==> config.mk <==
export PLATFORM = sky130hd
export DESIGN_NAME = input_vc_buffer
export DESIGN_NICKNAME = d
export VERILOG_FILES = /design/src/rtl/noc_pkg.sv /design/src/rtl/input_vc_buffer_vc_fifo.sv /design/src/rtl/input_vc_buffer.sv
export SDC_FILE = /design/constraint.sdc
export NUM_CORES = 1
export LEC_CHECK = 0
export CORE_MARGIN = 4
export CORE_UTILIZATION = 42
export DETAILED_ROUTE_END_ITERATION = 8
export PLACE_DENSITY_LB_ADDON = 0.15
export SYNTH_ARGS = -nofsm -noshare
export SYNTH_HDL_FRONTEND = slang
export SYNTH_SLANG_ARGS = --single-unit
==> constraint.sdc <==
create_clock -name clk -period 7.53 [get_ports clk]
set_clock_uncertainty 0.05 [all_clocks]
set_input_delay 1.506 -clock clk [delete_from_list [all_inputs] [get_ports clk]]
set_output_delay 1.506 -clock clk [all_outputs]
set_load 0.005 [all_outputs]
==> src/rtl/noc_pkg.sv <==
// noc_pkg: flit/VC types shared by the router input stage
package noc_pkg;
    typedef enum logic [1:0] {BODY = 2'b00, HEAD = 2'b01, TAIL = 2'b10, HEAD_TAIL = 2'b11} flit_type_t;
    typedef enum logic [1:0] {IDLE, ACTIVE, DRAINING} vc_state_t;
    localparam int FLIT_DATA_W = 32;
    typedef struct packed {
        flit_type_t                flit_type;
        logic [FLIT_DATA_W-1:0]    data;
    } flit_entry_t;
    // Type bit 0 marks a packet start, bit 1 a packet end
    function automatic logic is_head(input logic [1:0] t);
        return t[0];
    endfunction
    function automatic logic is_tail(input logic [1:0] t);
        return t[1];
    endfunction
endpackage

==> src/rtl/input_vc_buffer_vc_fifo.sv <==
// vc_fifo: single-VC circular buffer with push, pop, count, full and empty
module vc_fifo #(
    parameter int DEPTH = 4,
    parameter int W = 34,
    localparam int AW = $clog2(DEPTH),
    localparam int CW = AW + 1
) (
    input  logic          clk,
    input  logic          rst,
    input  logic          push,
    input  logic          pop,
    input  logic [W-1:0]  din,
    output logic [W-1:0]  dout,
    output logic [CW-1:0] count,
    output logic          full,
    output logic          empty
);
    logic [W-1:0]  mem_q [DEPTH];
    logic [AW-1:0] wr_ptr_q, wr_ptr_d, rd_ptr_q, rd_ptr_d;
    logic [CW-1:0] cnt_q, cnt_d;
    always_comb begin
        wr_ptr_d = push ? wr_ptr_q + 1'b1 : wr_ptr_q;
        rd_ptr_d = pop ? rd_ptr_q + 1'b1 : rd_ptr_q;
        cnt_d    = cnt_q + CW'(push) - CW'(pop);
        dout     = mem_q[rd_ptr_q];
        count    = cnt_q;
        full     = cnt_q == CW'(DEPTH);
        empty    = cnt_q == '0;
    end
    always_ff @(posedge clk) begin
        if (rst) begin
            wr_ptr_q <= '0;
            rd_ptr_q <= '0;
            cnt_q    <= '0;
        end else begin
            wr_ptr_q <= wr_ptr_d;
            rd_ptr_q <= rd_ptr_d;
            cnt_q    <= cnt_d;
        end
    end
    always_ff @(posedge clk) begin
        if (push) mem_q[wr_ptr_q] <= din;
    end
endmodule

==> src/rtl/input_vc_buffer.sv <==
// input_vc_buffer: per-port VC buffers with packet FSMs, registered read port and credits
// Define INPUT_VC_BUFFER_ERR_EN to build the sticky protocol/overflow error flag.
module input_vc_buffer #(
    parameter int NUM_VC = 4,
    parameter int BUF_DEPTH = 4,
    parameter int FLIT_WIDTH = 32,
    parameter int VC_BITS = $clog2(NUM_VC)
) (
    input  logic                  clk,
    input  logic                  rst,
    input  logic                  in_valid,
    input  logic [VC_BITS-1:0]    in_vc,
    input  logic [1:0]            in_type,
    input  logic [FLIT_WIDTH-1:0] in_data,
    input  logic                  rd_en,
    input  logic [VC_BITS-1:0]    rd_vc,
    output logic                  out_valid,
    output logic [VC_BITS-1:0]    out_vc,
    output logic [1:0]            out_type,
    output logic [FLIT_WIDTH-1:0] out_data,
    output logic [NUM_VC-1:0]     vc_not_empty,
    output logic [NUM_VC-1:0]     vc_availability,
    output logic                  credit_valid,
    output logic [VC_BITS-1:0]    credit_vc,
    output logic                  error
);
    import noc_pkg::*;
    localparam int EW = FLIT_WIDTH + 2;
    localparam int CW = $clog2(BUF_DEPTH) + 1;
    logic [EW-1:0]        head [NUM_VC];
    logic [CW-1:0]        cnt [NUM_VC];
    logic [NUM_VC-1:0]    full, empty, wr_sel, rd_sel;
    vc_state_t            state_q [NUM_VC];
    vc_state_t            state_d [NUM_VC];
    logic                 in_vc_ok, rd_vc_ok, rd_ok, wr_ok, type_ok, slot_ok;
    logic                 out_valid_q, out_valid_d;
    logic [VC_BITS-1:0]   out_vc_q, out_vc_d;
    logic [EW-1:0]        out_ent_q, out_ent_d;
    always_comb begin
        in_vc_ok = {1'b0, in_vc} < (VC_BITS+1)'(NUM_VC);
        rd_vc_ok = {1'b0, rd_vc} < (VC_BITS+1)'(NUM_VC);
        rd_ok    = rd_en && rd_vc_ok && !empty[rd_vc];
        type_ok  = is_head(in_type) ? state_q[in_vc] == IDLE : state_q[in_vc] == ACTIVE;
        // A same-cycle pop on the target VC frees the slot the push needs
        slot_ok  = !full[in_vc] || (rd_ok && rd_vc == in_vc);
        wr_ok    = in_valid && in_vc_ok && type_ok && slot_ok;
        for (int v = 0; v < NUM_VC; v++) begin
            wr_sel[v] = wr_ok && in_vc == VC_BITS'(v);
            rd_sel[v] = rd_ok && rd_vc == VC_BITS'(v);
            state_d[v] = (state_q[v] == IDLE && wr_sel[v]) ? (is_tail(in_type) ? DRAINING : ACTIVE)
                       : (state_q[v] == ACTIVE && wr_sel[v] && is_tail(in_type)) ? DRAINING
                       : (state_q[v] == DRAINING && rd_sel[v] && is_tail(head[v][EW-1 -: 2])
                          && cnt[v] == CW'(1)) ? IDLE
                       : state_q[v];
            vc_availability[v] = state_q[v] == IDLE;
        end
        out_valid_d     = rd_ok;
        out_vc_d        = rd_ok ? rd_vc : out_vc_q;
        out_ent_d       = rd_ok ? head[rd_vc] : out_ent_q;
        out_valid       = out_valid_q;
        out_vc          = out_vc_q;
        out_type        = out_ent_q[EW-1 -: 2];
        out_data        = out_ent_q[FLIT_WIDTH-1:0];
        credit_valid    = out_valid_q;
        credit_vc       = out_vc_q;
        vc_not_empty    = ~empty;
    end
    always_ff @(posedge clk) begin
        if (rst) begin
            out_valid_q <= 1'b0;
            out_vc_q    <= '0;
            out_ent_q   <= '0;
        end else begin
            out_valid_q <= out_valid_d;
            out_vc_q    <= out_vc_d;
            out_ent_q   <= out_ent_d;
        end
        for (int v = 0; v < NUM_VC; v++) state_q[v] <= rst ? IDLE : state_d[v];
    end
    genvar g;
    generate
        for (g = 0; g < NUM_VC; g++) begin : g_vc
            vc_fifo #(.DEPTH(BUF_DEPTH), .W(EW)) u_fifo (
                .clk   (clk),
                .rst   (rst),
                .push  (wr_sel[g]),
                .pop   (rd_sel[g]),
                .din   ({in_type, in_data}),
                .dout  (head[g]),
                .count (cnt[g]),
                .full  (full[g]),
                .empty (empty[g])
            );
        end
    endgenerate
`ifdef INPUT_VC_BUFFER_ERR_EN
    logic err_q, err_d;
    always_comb err_d = err_q | (in_valid && !wr_ok) | (rd_en && !rd_ok);
    always_ff @(posedge clk) err_q <= rst ? 1'b0 : err_d;
    assign error = err_q;
`else
    assign error = 1'b0;
`endif
endmodule

==> impl_metrics.py <==
metrics = {
    "power_and_ir_drop": {
        "p_sw_mw": 1.54,
        "clkPwrFrac": 0.422,
        "power_frac_comb": 0.055,
        "switching_share": 0.207,
        "leakagePower_nw": 8.63,
        "power.density_nw_per_um2": 268,
        "peakVddDrop_uv": 179,
        "p_int_mw": 5.89,
        "p_seq_frac": 0.523,
    },
    "synthesis": {
        "yosysTopAreaCell": "edfxtp_1",
        "netlist.area_leader.share": 0.681,
        "synth.most_common_cell": "edfxtp_1",
        "yosysUniqueCellTypes": 50,
        "synthCells": 1100,
        "yosysWarningCount": 0,
        "synth-edff-count": 544,
        "ys_async_sr_fraction": 0,
        "ys.flop_type": "edfxtp_1",
        "synth_nets": 1168,
        "yosysSeqAreaShare": 0.749,
        "synth_seq_cells": 625,
        "synthTopCellsByArea": "edfxtp_1 68%, mux4_2 16%, dfxtp_1 6.8%",
        "synthTopCellsByCount": "544 x edfxtp_1, 170 x mux4_2, 81 x dfxtp_1, 35 x nor2_1, 34 x a22o_1",
        "syn_area_per_cell_um2": 21.8,
        "syn_area_um2": 24000,
    },
    "place": {
        "port-buffer-count": 89,
        "dp_hpwl_um": 27300,
        "finalWeightedCongestion": 0.740,
        "pre_cts_ws_ns": 2.29,
        "placed_cells": 1892,
    },
    "detailed_routing": {
        "wl_met1_um": 22100,
        "avgViaCountPerCell": 5.32,
        "dr_wl_met3_um": 1880,
        "drtPass1Iterations": 5,
        "wl_per_cell_um": 24.2,
        "drc": 0,
        "first_iter_violations": 762,
        "top_layer_used": "met4",
        "dr_wl_met2_um": 23800,
        "routed_wl_um": 48800,
        "num_vias": 10700,
        "ant_nets": 0,
    },
    "setup_path": {
        "crit_required_ns": 7.92,
        "rrSetupSlack_ns": 4.15,
        "path_class": "in -> reg",
        "cp-start-kind": "input pin",
        "cp_max_fo": 12,
        "cp-end-kind": "flop",
        "crit_arrival_ns": 5.03,
    },
    "sta": {
        "worst_pin_slew_ns": 1.16,
        "clock.fmax_ghz": 0.216,
        "finalHoldViolCount": 0,
        "layout_setup_ws_ns": 2.89,
        "min_period_over_period": 0.616,
        "period_minus_slack_ns": 4.64,
        "finalSetupViolations": 0,
        "max-slew-margin-rel": 0.225,
        "rsz0062_at_grt": "no",
        "setup_tns_ns": 0,
        "drv_slew": 0,
    },
    "clock_tree": {
        "cts_setup_buffers": 0,
        "cts_buffers": 68,
        "ctsResizeCount": 0,
        "holdBufCountCts": 0,
        "cts_root_buf": "clkbuf_16",
        "worstSkewPairLatency_ns": 0.59,
        "clockBufferDepth": 3,
        "cts.sinks": 625,
        "tritoncts": "done",
        "clk_pin_slew_ns": 0.05,
        "htreeDepth": 3,
    },
    "floorplan": {
        "ios": 91,
        "die_x_um": 247,
        "core_area_um2": 56500,
        "initial_core_util": 0.424,
        "die_area_um2": 61000,
        "die_h_um": 247,
        "fp-row-count": 87,
    },
    "global_route": {
        "grt_usage": 0.164,
        "grt_max_degree": 41,
        "antenna_found_initial": 1,
        "grt_overflow": 0,
        "grt_pass1_wl_um": 74100,
        "first_global_vias": 11400,
    },
    "run": {
        "maxCapViolations": 0,
    },
    "outcome": {
        "status": "finished, final reports clean",
    },
    "layout": {
        "drive_above_1_share": 0.249,
        "final_util": 0.490,
        "fin_cells": 2014,
        "syn_to_final_growth_pct": 15.5,
        "fin_nets": 1274,
    },
    "worst_hold_path": {
        "worstHoldPathType": "reg -> reg",
    },
}
cells in the final DEF (no fill, tap or decap), types with 4 or more instances in the layout:
cell,count
ha_1,22
inv_1,22
dfxtp_4,4
clkbuf_16,70
fa_1,4
clkbuf_1,25
and2_2,17
edfxtp_1,544
nor4b_1,4
mux2i_1,12
dfxtp_2,4
nor2b_1,10
nor2_1,34
a22o_1,34
dfxtp_1,73
xor2_1,6
mux4_2,170
xnor2_1,15
clkinv_1,8
a211oi_2,4
buf_4,9
nand2_1,22
inv_6,4
clkinv_2,5
clkdlybuf4s50_1,87
path summary, 6_finish.rpt:
| path | start | end | cells after the start |
|---|---|---|---|
| setup reg to reg | g_vc[1].u_fifo.count[2] | g_vc[2].u_fifo.count[2] | 12 |
| setup / recovery | in_vc[1] | g_vc[2].u_fifo.count[2] | 13 |
| hold reg to reg | out_ent_q[28] | out_ent_q[28] | 1 |
| hold / removal | out_ent_q[28] | out_ent_q[28] | 1 |
area by class of cell:
type	count	area (um^2)
diodes	1	2.50
fillers	4570	28800
repair buffers	97	943
clock inverters	23	211
flip-flops and latches	625	18000
well taps	756	946
clock buffers	98	1890
inverters	23	86.3
multi-input cells	391	5640
registers in the layout (all words and copies together) (netlist names), named ones only:
name	flops
g_vc.u_fifo.rd_ptr_q	8
g_vc.u_fifo.count	12
g_vc.u_fifo.wr_ptr_q	8
g_vc.u_fifo.mem_q	544
state_q	8
credit_valid	1
credit_vc	2
out_ent_q	34
power by group through the flow:
stage	combinational [mW]	sequential (mW)	clock [mW]
global placement	0.412	3.96	0
CTS	0.420	3.89	3.22
global route	0.444	3.90	3.37
floorplan	0.250	3.93	0
detailed placement	0.418	3.96	0
finish	0.409	3.89	3.14
logic make-up (layout without fill, tap and decap cells):
kind of cell | count (synthesis) | in the layout | share of synthesized area
adder cells (fa/ha/maj) | 26 | 26 | 0.0148
AO/OA/AOI/OAI | 52 | 52 | 0.0210
flip-flops | 625 | 625 | 0.749
AND/OR/NAND/NOR | 105 | 105 | 0.0237
multiplexers | 186 | 186 | 0.167
buffers and inverters | 84 | 241 | 0.0170
XOR/XNOR | 21 | 21 | 0.00767
other | 1 | 2 | 0.000156
critical path, cell delays in order:
cell and delay, ns:
clkdlybuf4s50_1 0.82, mux2i_1 0.28, xnor2_1 0.14, a32oi_1 0.26, a211oi_2 0.51, inv_1 0.17, ha_1 0.31, inv_1 0.04
ha_1 0.18, fa_1 0.41, xnor2_1 0.20, xnor2_1 0.14, nor2_1 0.06
layer usage:
layer / vias to the layer above / GRT usage
li1: 4745 / -
met1: 5696 / 0.231
met2: 201 / 0.267
met3: 74 / 0.0308
met4: 0 / 0.0405
met5: - / 0
through the flow:
stage               cell area [um^2]  power [mW]  hold WS [ns]
finish                         27700        7.43         0.424
global route                   27700        7.71         0.446
CTS                            27700        7.53         0.431
detailed placement             25600        4.38         0.415
global placement               25600        4.37         0.410
floorplan                      24000        4.18         0.409
(Power assumes the default switching activity.)
==> edit (config.mk and constraints unchanged) <==
The option `INPUT_VC_BUFFER_ERR_EN` is turned on by a define.
--- a/src/rtl/input_vc_buffer.sv
+++ b/src/rtl/input_vc_buffer.sv
@@ -1,5 +1,7 @@
 // input_vc_buffer: per-port VC buffers with packet FSMs, registered read port and credits
 // Define INPUT_VC_BUFFER_ERR_EN to build the sticky protocol/overflow error flag.
+`define INPUT_VC_BUFFER_ERR_EN
+
 module input_vc_buffer #(
     parameter int NUM_VC = 4,
     parameter int BUF_DEPTH = 4,
Behaviour: not the same (a bounded check fails within 4 cycles, from zero or initial values and one cycle with rst high).
==> edit against the original RTL <==
  * Design area increased by 0.92%
  * Die area increased by 0.83%
  * Wire length increased by 8.7%
  * Sequential cell count increased by 1
  * Power increased by 1.3%
  * Final cell count increased by 6.2%
  * Area after synthesis increased by 0.86%
  * Clock power increased by 2%
  * Synthesized cell count increased by 12%
  * Hold slack got worse by 0.013 ns
  * Setup slack got worse by 0.22 ns
  * Critical endpoint is now g_vc[0].u_fifo.count[2]$_SDFF_PP0_
  * Largest power group unchanged
==> edit: results (changes against the original RTL) <==
[outcome]
status=complete, no violations  ; unchanged

[synth]
ys_seq_area_frac=0.743  ; was 0.749
syn-num-nets=1304  ; was 1,168
synth_commonest_cells=544 x edfxtp_1, 136 x mux4_2, 82 x dfxtp_1, 41 x clkbuf_1, 40 x nand3_1  ; was 544 x edfxtp_1, 170 x mux4_2, 81 x dfxtp_1, 35 x nor2_1, 34 x a22o_1
synthMuxAreaShare=0.134  ; was 0.167
synth-edff-count=544  ; unchanged
synth_xor_xnor_area_share=0.00724  ; was 0.00767
synth-compound-area-share=0.0456  ; was 0.0210
ys_warn_count=0  ; unchanged
yosys-top-cells-area=edfxtp_1 68%, mux4_2 13%, dfxtp_1 6.8%  ; was edfxtp_1 68%, mux4_2 16%, dfxtp_1 6.8%
yosys.area_share.adder=0.0152  ; was 0.0148
ys_types=53  ; was 50

[drt]
first_pass_iters=6  ; was 5
drt_iter0_markers=921  ; was 762
post_drt_wl_per_cell_um=24.8  ; was 24.2 um
top_layer=met4  ; unchanged
drt-vias-per-instance=5.49  ; was 5.32
met1_length_um=23800  ; was 22,100 um
met2_length_um=26100  ; was 23,800 um
met3_length_um=1860  ; was 1880 um

[global_routing]
grt_pass1_wl_um=80000  ; was 74,100 um
grt_antenna_before_repair=1  ; unchanged
grt_usage=0.176  ; was 0.164
grt_pass1_vias=12227  ; was 11,428
grt_use_met3=0.0290  ; was 0.0308
gr-usage-met1=0.247  ; was 0.231
grt_max_degree=50  ; was 41
use_met2=0.290  ; was 0.267

[setup_path]
cp_max_fo=36  ; was 12
cp_top_family=buffers and inverters  ; unchanged
cp_slowest_stage_delay_ns=0.63  ; was 0.82 ns
arrival_ns=5.27  ; was 5.03 ns
crit_type=input pin to flip-flop  ; unchanged
cpMaxStageDelayCell=clkdlybuf4s50_1  ; unchanged

[clocking]
path_clk_slew_ns=0.06
cts_setup_buffers=0  ; unchanged
htreeDepth=3  ; unchanged
cts_buffer_depth=3  ; unchanged
cts_root_buf=clkbuf_16  ; unchanged
cts_buffers=68  ; unchanged
insertion_delay_ns=0.59  ; about the same

[cells_and_area]
fin_nets=1398  ; was 1,274
top_register=g_vc.u_fifo.mem_q  ; unchanged
largest_reg_flops=544  ; unchanged
drive_above_1_share=0.210  ; was 0.249

[placement]
dp_hpwl_um=29400  ; was 27,300 um
gp_congestion=0.748  ; was 0.740
port_buffers=90  ; was 89

[power]
ir_worst_vdd_mv=0.160  ; was 0.179 mV
leakage_nw=8.75  ; was 8.63 nW

[sta]
relSlewSlack=0.199  ; was 0.225

[min_path]
holdCritPathClass=flip-flop to flip-flop  ; unchanged

## edit: worst min-delay path: stages, from the launching register on
cell     delay [ns]
dfxtp_1        0.30
nand3_1        0.06
o21ai_1        0.05
## edit: kinds of logic (layout without fill, tap and decap cells)
family / Yosys count / count (layout)
AO/OA/AOI/OAI: 149 / 149
XOR/XNOR: 20 / 20
adder cells (fa/ha/maj): 27 / 27
buffers and inverters: 110 / 257
flip-flops: 626 / 626
multiplexers: 147 / 147
other: 0 / 1
AND/OR/NAND/NOR: 156 / 156
## edit: where the power goes
group	switching (mW)	internal (mW)
sequential	0.0411	3.83
clock	1.34	1.86
combinational	0.251	0.204
total	1.63	5.89
## edit: final timing paths
kind,from,end,slack (ns),depth (start not counted)
max,rd_vc[1],g_vc[0].u_fifo.count[2]$_SDFF_PP0_,2.67,14
min,out_ent_q[21]$_SDFFE_PP0P_,out_ent_q[21]$_SDFFE_PP0P_,0.41,2
max reg2reg,g_vc[0].u_fifo.count[1]$_SDFF_PP0_,g_vc[0].u_fifo.count[2]$_SDFF_PP0_,4.23,12
min reg2reg,out_ent_q[21]$_SDFFE_PP0P_,out_ent_q[21]$_SDFFE_PP0P_,0.41,2
## edit: cell type report
type,count,area (sq um)
sequential,626,18000
multi-input combinational,499,5750
antenna,1,2.50
clock buffer,92,1910
tap,756,946
fill,4609,28800
timing repair buffer,104,1000
clock inverter,31,231
inverter,30,113
## edit: stage by stage
step           worst slack (ns)   util  cells  power (mW)  instance area (sq um)
2_1_floorplan              3.42      -   1235        4.19                  24200
3_3_place_gp               2.08  0.455   2015        4.40                  25800
3_5_place_dp               2.06  0.455   2015        4.41                  25800
4_1_cts                    2.70  0.493   2138        7.62                  27900
5_1_grt                    2.40  0.493   2138        7.80                  27900
6_report                   2.67  0.493   2139        7.52                  27900
